File: config.mk
export PLATFORM = sky130hd
export DESIGN_NAME = acq_sequencer_flat
export DESIGN_NICKNAME = d
export VERILOG_FILES = /design/src/rtl/acq_sequencer_if.sv /design/src/rtl/acq_sequencer.sv /design/src/flat_wrapper.sv
export SDC_FILE = /design/constraint.sdc
export NUM_CORES = 1
export LEC_CHECK = 0
export CAP_MARGIN = 20
export CORE_MARGIN = 5
export CORE_UTILIZATION = 30
export DETAILED_ROUTE_END_ITERATION = 12
export GPL_TIMING_DRIVEN = 1
export PLACE_DENSITY = 0.48
export SLEW_MARGIN = 20
export SYNTH_ARGS = -nofsm -noshare
export SYNTH_HDL_FRONTEND = slang
export SYNTH_SLANG_ARGS = --single-unit
File: constraint.sdc
create_clock -name clk -period 6.1 [get_ports clk]
set_input_delay 1.22 -clock clk [delete_from_list [all_inputs] [get_ports clk]]
set_output_delay 1.22 -clock clk [all_outputs]
set_load 0.02 [all_outputs]
File: src/rtl/acq_sequencer_if.sv
// Control/status bundle between the host registers, the trigger decoder
// and the acquisition sequencer. The master side drives the requests,
// configuration and decoded trigger. The slave side is the sequencer.
interface acq_sequencer_if #(
  parameter int CNT_W  = 16,
  parameter int MISS_W = 8
);
  logic              start;
  logic              abort;
  logic [CNT_W-1:0]  record_len;
  logic [CNT_W-1:0]  holdoff_len;
  logic [CNT_W-1:0]  pulse_num;
  logic              trigger_start;
  logic              trigger_ready;
  logic              capture_en;
  logic              record_first;
  logic              record_last;
  logic [CNT_W-1:0]  pulse_cnt;
  logic [MISS_W-1:0] missed_cnt;
  logic              busy;
  logic              done;

  modport master (
    output start, abort, record_len, holdoff_len, pulse_num, trigger_start,
    input  trigger_ready, capture_en, record_first, record_last,
           pulse_cnt, missed_cnt, busy, done
  );

  modport slave (
    input  start, abort, record_len, holdoff_len, pulse_num, trigger_start,
    output trigger_ready, capture_en, record_first, record_last,
           pulse_cnt, missed_cnt, busy, done
  );
endinterface

File: src/rtl/acq_sequencer.sv
// Acquisition sequencer: arms the trigger decoder, opens one capture window
// per accepted trigger, waits the holdoff between windows and signals the
// end of a run after the programmed number of records. Every output comes
// straight from a flop. Strobes are computed from the next state so that
// they line up with the edge that enters that state.
module acq_sequencer #(
  parameter int CNT_W  = 16,
  parameter int MISS_W = 8
) (
  input  logic             clk,
  input  logic             rst,
  acq_sequencer_if.slave   bus
);

  typedef enum logic [2:0] {
    S_IDLE,
    S_ARMED,
    S_CAPTURE,
    S_HOLDOFF,
    S_DONE
  } state_t;

  state_t state_reg, state_next;

  logic [CNT_W-1:0]  rec_len_reg, hold_len_reg, pulse_num_reg;
  logic [CNT_W-1:0]  win_cnt_reg, win_cnt_next;
  logic [CNT_W-1:0]  pulse_cnt_reg, pulse_cnt_next;
  logic [MISS_W-1:0] missed_cnt_reg, missed_cnt_next;
  logic [CNT_W-1:0]  eff_len;
  logic              latch_cfg;
  logic              first_next, last_next;

  logic trigger_ready_reg, capture_en_reg, record_first_reg, record_last_reg;
  logic busy_reg, done_reg;

  // A zero record length still produces a one-cycle window.
  assign eff_len = (rec_len_reg == '0) ? CNT_W'(1) : rec_len_reg;

  // Next-state, window/holdoff countdown and counter updates.
  always_comb begin
    state_next      = state_reg;
    win_cnt_next    = win_cnt_reg;
    pulse_cnt_next  = pulse_cnt_reg;
    missed_cnt_next = missed_cnt_reg;
    latch_cfg       = 1'b0;
    first_next      = 1'b0;
    last_next       = 1'b0;

    // Triggers that arrive while not armed are counted (saturating).
    if (bus.trigger_start && (state_reg == S_CAPTURE || state_reg == S_HOLDOFF ||
                              state_reg == S_DONE) && (missed_cnt_reg != '1))
      missed_cnt_next = missed_cnt_reg + MISS_W'(1);

    if (state_reg == S_IDLE) begin
      if (bus.start && !bus.abort && (bus.pulse_num != '0)) begin
        latch_cfg       = 1'b1;
        pulse_cnt_next  = '0;
        missed_cnt_next = '0;
        state_next      = S_ARMED;
      end
    end else if (bus.abort) begin
      // Abort beats trigger and window end; pulse_cnt keeps its value.
      state_next = S_IDLE;
    end else begin
      case (state_reg)
        S_ARMED: begin
          if (bus.trigger_start) begin
            state_next   = S_CAPTURE;
            win_cnt_next = eff_len;
            first_next   = 1'b1;
            last_next    = (eff_len == CNT_W'(1));
          end
        end
        S_CAPTURE: begin
          if (win_cnt_reg <= CNT_W'(1)) begin
            pulse_cnt_next = pulse_cnt_reg + CNT_W'(1);
            if (pulse_cnt_next == pulse_num_reg) begin
              state_next = S_DONE;
            end else if (hold_len_reg == '0) begin
              state_next = S_ARMED;
            end else begin
              state_next   = S_HOLDOFF;
              win_cnt_next = hold_len_reg;
            end
          end else begin
            win_cnt_next = win_cnt_reg - CNT_W'(1);
            last_next    = (win_cnt_reg == CNT_W'(2));
          end
        end
        S_HOLDOFF: begin
          if (win_cnt_reg <= CNT_W'(1))
            state_next = S_ARMED;
          else
            win_cnt_next = win_cnt_reg - CNT_W'(1);
        end
        S_DONE:  state_next = S_IDLE;
        default: state_next = S_IDLE;
      endcase
    end
  end

  // State, counters, latched configuration and registered outputs.
  always_ff @(posedge clk or posedge rst) begin
    if (rst) begin
      state_reg         <= S_IDLE;
      rec_len_reg       <= '0;
      hold_len_reg      <= '0;
      pulse_num_reg     <= '0;
      win_cnt_reg       <= '0;
      pulse_cnt_reg     <= '0;
      missed_cnt_reg    <= '0;
      trigger_ready_reg <= 1'b0;
      capture_en_reg    <= 1'b0;
      record_first_reg  <= 1'b0;
      record_last_reg   <= 1'b0;
      busy_reg          <= 1'b0;
      done_reg          <= 1'b0;
    end else begin
      state_reg      <= state_next;
      win_cnt_reg    <= win_cnt_next;
      pulse_cnt_reg  <= pulse_cnt_next;
      missed_cnt_reg <= missed_cnt_next;
      if (latch_cfg) begin
        rec_len_reg   <= bus.record_len;
        hold_len_reg  <= bus.holdoff_len;
        pulse_num_reg <= bus.pulse_num;
      end
      trigger_ready_reg <= (state_next == S_ARMED);
      capture_en_reg    <= (state_next == S_CAPTURE);
      record_first_reg  <= first_next;
      record_last_reg   <= last_next;
      busy_reg          <= (state_next != S_IDLE);
      done_reg          <= (state_next == S_DONE);
    end
  end

  assign bus.trigger_ready = trigger_ready_reg;
  assign bus.capture_en    = capture_en_reg;
  assign bus.record_first  = record_first_reg;
  assign bus.record_last   = record_last_reg;
  assign bus.pulse_cnt     = pulse_cnt_reg;
  assign bus.missed_cnt    = missed_cnt_reg;
  assign bus.busy          = busy_reg;
  assign bus.done          = done_reg;

endmodule

File: src/flat_wrapper.sv
// flat-port wrapper written by rule: the top's interface ports become plain ports
module acq_sequencer_flat 
#(
  parameter int CNT_W  = 16,
  parameter int MISS_W = 8
)
  (clk, rst, bus_start, bus_abort, bus_record_len, bus_holdoff_len, bus_pulse_num, bus_trigger_start, bus_trigger_ready, bus_capture_en, bus_record_first, bus_record_last, bus_pulse_cnt, bus_missed_cnt, bus_busy, bus_done);
  acq_sequencer_if #(.CNT_W(CNT_W), .MISS_W(MISS_W)) bus_i ();
  input  logic clk;
  input  logic rst;
  input wire logic [$bits(bus_i.start)-1:0] bus_start;
  input wire logic [$bits(bus_i.abort)-1:0] bus_abort;
  input wire logic [$bits(bus_i.record_len)-1:0] bus_record_len;
  input wire logic [$bits(bus_i.holdoff_len)-1:0] bus_holdoff_len;
  input wire logic [$bits(bus_i.pulse_num)-1:0] bus_pulse_num;
  input wire logic [$bits(bus_i.trigger_start)-1:0] bus_trigger_start;
  output wire logic [$bits(bus_i.trigger_ready)-1:0] bus_trigger_ready;
  output wire logic [$bits(bus_i.capture_en)-1:0] bus_capture_en;
  output wire logic [$bits(bus_i.record_first)-1:0] bus_record_first;
  output wire logic [$bits(bus_i.record_last)-1:0] bus_record_last;
  output wire logic [$bits(bus_i.pulse_cnt)-1:0] bus_pulse_cnt;
  output wire logic [$bits(bus_i.missed_cnt)-1:0] bus_missed_cnt;
  output wire logic [$bits(bus_i.busy)-1:0] bus_busy;
  output wire logic [$bits(bus_i.done)-1:0] bus_done;
  assign bus_i.start = bus_start;
  assign bus_i.abort = bus_abort;
  assign bus_i.record_len = bus_record_len;
  assign bus_i.holdoff_len = bus_holdoff_len;
  assign bus_i.pulse_num = bus_pulse_num;
  assign bus_i.trigger_start = bus_trigger_start;
  assign bus_trigger_ready = bus_i.trigger_ready;
  assign bus_capture_en = bus_i.capture_en;
  assign bus_record_first = bus_i.record_first;
  assign bus_record_last = bus_i.record_last;
  assign bus_pulse_cnt = bus_i.pulse_cnt;
  assign bus_missed_cnt = bus_i.missed_cnt;
  assign bus_busy = bus_i.busy;
  assign bus_done = bus_i.done;
  acq_sequencer #(.CNT_W(CNT_W), .MISS_W(MISS_W)) u_core (.clk(clk), .rst(rst), .bus(bus_i));
endmodule
---- Word level (Yosys, flattened, before mapping) ----
Cells that the tools add are included.
cells by class
  add/sub/neg operators ................... 3
  magnitude comparators ................... 1
  equal/unequal tests ..................... 17
  multiplexer cells ....................... 35
  bitwise gates (word level) .............. 2
  reduce and logical (&&, ||, !) cells .... 17
operators by type and width
  operator                 number
  $mux W16                 11
  $pmux W16 S3             1
  $logic_not A16 Y1        2
  $mux W8                  3
  $mux W3                  7
  $add A16 B1 Y16 const B  1
  $eq A16 B1 Y1 const B    1
  $eq A16 B16 Y1           1
  $eq A16 B2 Y1 const B    1
  $le A16 B1 Y1 const B    1
  $reduce_bool A16 Y1      1
  $sub A16 B1 Y16 const B  1
  $mux W1                  10
  $eq A3 B2 Y1 const B     3
  $pmux W3 S3              1
  $add A8 B1 Y8 const B    1
  $ne A8 B8 Y1 const B     1
  $reduce_and A7 Y1        1
  $eq A3 B1 Y1 const B     2
  $eq A3 B3 Y1 const B     2
  $ne A2 B2 Y1 const B     3
  $ne A3 B3 Y1 const B     2
  $reduce_bool A3 Y1       2
  $logic_and A1 B1 Y1      4
  other kinds (9)          12
word-level totals
  flip-flop bits (word level) ............. 97
  input bits .............................. 53

---- Logic depth before layout (Yosys ltp) ----
  depth after elaboration ................. 8
  depth in mapped cells ................... 12

---- Worst setup path before layout ----
No wires, ideal clock.
  path type ............................... input to register
  start ................................... input port bus_pulse_num[3]
  end ..................................... register u_core.busy_reg (netlist: u_core.bus.busy)
  arrival time ............................ 3015 ps
  setup slack ............................. 2953 ps
  cell stages on the path ................. 9
  buffers on the path ..................... 2
  cells stage by stage .................... nor4_1 -> nand4_1 -> and4b_1 -> clkbuf_1 -> o21ai_1 -> clkbuf_1 -> nor2_1 -> a21oi_1 -> or3b_1
between the ends
  longest elaborated chain between the ends .. 5
RTL lines
  element               line                  RTL
  from (decl)           flat_wrapper.sv:15    input wire logic [$bits(bus_i.pulse_num)-1:0] bus_pulse_num;
  $reduce_bool A16 Y1   acq_sequencer.sv:55   if (bus.start && !bus.abort && (bus.pulse_num != '0)) begin
  $logic_and A1 B1 Y1   acq_sequencer.sv:55
  $mux W3               acq_sequencer.sv:55
  $mux W3               acq_sequencer.sv:54   if (state_reg == S_IDLE) begin
  $reduce_bool A3 Y1    acq_sequencer.sv:132  busy_reg <= (state_next != S_IDLE);
  to (signal assigned)  acq_sequencer.sv:132
  to (decl)             acq_sequencer.sv:34   logic busy_reg, done_reg;
Every way passes these cells.
A chain may end at the register's enable or synchronous reset.

---- Final worst setup path ----
  start ................................... register u_core.win_cnt_reg[2]
  end ..................................... register u_core.busy_reg (netlist: u_core.bus.busy)
between the ends
  longest elaborated chain between the ends .. 6
RTL lines
  element                            line                                      RTL
  from (decl)                        acq_sequencer.sv:26                       logic [CNT_W-1:0] win_cnt_reg, win_cnt_next;
  from (signal assigned)             acq_sequencer.sv:120                      win_cnt_reg <= win_cnt_next;
  $le A16 B1 Y1 *                    acq_sequencer.sv:75, acq_sequencer.sv:91
  $mux W3, on equally long branches  acq_sequencer.sv:91, acq_sequencer.sv:75
  $pmux W3 S3 *                      acq_sequencer.sv:65                       case (state_reg)
  $mux W3 *                          acq_sequencer.sv:61                       end else if (bus.abort) begin
  $mux W3 *                          acq_sequencer.sv:54
  net u_core.state_next[1]           acq_sequencer.sv:23                       state_t state_reg, state_next;
  $reduce_bool A3 Y1 *               acq_sequencer.sv:132
Mark *: on every way through the listed nets, which the timed path passes. The rest lies on a longest branch.

==> flow_summary.json <==
{
  "grt_pass1_vias": 4537,
  "mappedNetlistArea_um2": 5140,
  "io_pins": 83,
  "clock-sinks": 97,
  "pwr-share-comb_pct": 29.7,
  "cts_setup_buffers": 0,
  "vias_per_cell": 5.20,
  "die-area_um2": 19900,
  "cts_resized": 0,
  "yosysMostFrequentCell": "nand2_1",
  "grt_max_degree": 60,
  "tns_ps": 0,
  "status": "completed",
  "area_growth_pct": 24.9,
  "fin_util_pct": 38.4,
  "ff2ff_setup_slack_ps": 1910,
  "peakVddDrop_mv": 0.165,
  "share_seq_of_total_power_pct": 44.7,
  "yosys.area.top_type_share_pct": 47.2,
  "drt-met1-wl_mm": 6.56,
  "antenna_found_initial": 0,
  "cts_tree": "built",
  "yosys_register_bits": 97,
  "cp.arrival_ps": 4420,
  "worstHoldStart": "u_core.pulse_num_reg[1]",
  "drc_errors": 0,
  "p_per_area_nw_per_um2": 350,
  "wl_met3_um": 907,
  "wl_per_cell_um": 16.8,
  "crit_slowest_cell": "nor4_4",
  "drv_slew": 0,
  "dpl_cell_area_um2": 6120,
  "timing.rr.start": "u_core.win_cnt_reg[2]",
  "path_class": "reg -> reg",
  "io_buffers": 82,
  "ys_top_cells_by_area": "dfrtp_1 47%, nand2_1 12%, o21ai_0 4.1%, xnor2_1 3.9%, nor2_1 3.2%",
  "synth-edff-count": 0,
  "dr.pass1.iters": 7,
  "swShare_pct": 36.7,
  "dr_total_vias": 4608,
  "hp-class": "reg -> reg",
  "start_kind": "flip-flop",
  "finalInstanceArea_um2": 6420,
  "die_width_um": 141,
  "timing.final.ws_setup_ps": 1910,
  "synth_common_cells": "164 x nand2_1, 97 x dfrtp_1, 44 x nor2_1",
  "critical_path_required_ps": 6330,
  "dp_hpwl_mm": 10.8,
  "clkPwrFrac_pct": 25.6,
  "synth_cells": 599,
  "drtIter0Drc": 409,
  "period_needed_ps": 4190,
  "maxCapViolations": 0,
  "hold_path_end": "u_core.pulse_num_reg[1]",
  "slew_headroom_pct": 44.4,
  "grt-ovfl-total": 0,
  "fin_cells": 886,
  "synth_area_leader_cell": "dfrtp_1",
  "cts_root_buf": "clkbuf_16",
  "drive_gt1_share_pct": 5.11,
  "fin_skew_ps": 5.86,
  "crit_family": "simple AND/OR/NAND/NOR gates",
  "critPathCaptureType": "flip-flop",
  "p_int_mw": 1.42,
  "cp_max_fo": 16,
  "cpMostUsedCell": "or4_4",
  "seq_area_frac_synth_pct": 47.2,
  "die_h_um": 141,
  "rows": 47,
  "hold_buffers": 0,
  "numCtsBuffers": 9,
  "coreArea_um2": 16700,
  "nets": 719,
  "wirelength_mm": 14.9,
  "initial_core_util_pct": 30.8,
  "antenna_cells": 0,
  "clk_path_buf_depth": 2,
  "rr_worst_depth": 8,
  "dpl.cell_count": 870,
  "htreeDepth": 3,
  "netlist-cell-type-count": 53,
  "fmax_mhz": 238,
  "gp_congestion": 0.820,
  "finalCritPeriodShare_pct": 68.7,
  "grt_pass1_wl_mm": 24.7,
  "hold_viol": 0,
  "postRouteAntennaNets": 0,
  "syn-num-nets": 657,
  "cp-startpoint": "u_core.win_cnt_reg[2]",
  "setup_viol": 0,
  "worst_slew_pin_slew_ps": 828,
  "r2r-end": "u_core.bus.busy",
  "clk_pin_slew_ps": 70,
  "clock_latency_ps": 350,
  "route.met2.wl_mm": 7.25,
  "worst-path-buf-inv": 1,
  "grt_usage_pct": 15.5,
  "synth_area_per_cell_um2": 8.58,
  "yosysWarnings": 0,
  "async_flop_share_pct": 100,
  "cellLeakagePower_nw": 2.71,
  "synth_flop_cell": "dfrtp_1",
  "place_ws_ps": 1450,
  "rsz0062_at_grt": "no",
  "cp_cell_sequence": "or4_4 > or4_4 > nor4_4 > nand4_1 > nand3_2 > or2_1 > inv_2 > or3b_1",
  "p_switching_uw": 824,
  "hold_depth": 2,
  "slowest_delay_ps": 720,
  "top_layer": "met4"
}
==> cells in the final DEF, fill, tap and decap left out, types with 9 or more instances in the layout <==
cell type and count:
nand4_1 10, xnor2_1 23, o31ai_1 19, a21oi_1 21, nand2_1 164, nor3_1 16, nor4_1 22, dfrtp_1 97
clkdlybuf4s50_1 82, nor2_1 44, clkbuf_16 9, nand3_1 9, o21ai_0 42
==> through the flow <==
step / hold slack [ps] / power, mW
floorplan: 460 / 1.44
global placement: 483 / 1.68
detailed placement: 487 / 1.68
CTS: 506 / 2.27
global route: 521 / 2.41
finish: 499 / 2.24
==> power by group through the flow <==
stage	combinational (mW)	sequential (mW)	clock, mW
2_1_floorplan	0.477	0.961	0
5_1_grt	0.757	1.03	0.618
4_1_cts	0.675	1.00	0.592
3_3_place_gp	0.666	1.01	0
3_5_place_dp	0.670	1.01	0
6_report	0.667	1.00	0.575
==> layer usage <==
metal | GRT usage [%] | vias up
met5 | 0 | -
met4 | 4.08 | 0
met3 | 4.33 | 11
met2 | 25.2 | 151
met1 | 20.4 | 2222
li1 | - | 2224
==> kinds of logic (layout without fill, tap and decap cells) <==
kind of cell | count (synthesis) | in the layout | share of synthesized area (%)
simple gates | 307 | 307 | 28.3
compound gates | 112 | 112 | 13.9
fa+ha+maj | 5 | 5 | 1.22
buf+inv | 45 | 112 | 3.65
mux | 3 | 3 | 0.609
xor+xnor | 30 | 30 | 5.11
flops | 97 | 97 | 47.2
==> worst max-delay path by stage <==
stage	slack, ps	to	cells after the start
after detailed placement	1450	u_core.bus.busy	9
after global routing	1680	u_core.bus.busy	8
after floorplan	2350	u_core.bus.busy	1
after global placement	1440	u_core.bus.busy	9
after CTS	1830	u_core.bus.busy	9
final	1910	u_core.bus.busy	8
==> worst reg2reg max path: stages (launching register included) <==
cell and delay [ps]:
dfrtp_1 450, or4_4 590, or4_4 560, nor4_4 720
nand4_1 330, nand3_2 370, or2_1 540, inv_2 140
or3b_1 390
==> layout make-up <==
class                           instances  area, µm²
Clock buffer                           10        229
Clock inverter                          6       67.6
Fill cell                            1704      10300
Inverter                               10       40.0
Multi-Input combinational cell        457       2530
Sequential cell                        97       2430
Tap cell                              220        275
Timing Repair Buffer                   86        851
No activity file was read; power rests on OpenSTA's default activity.
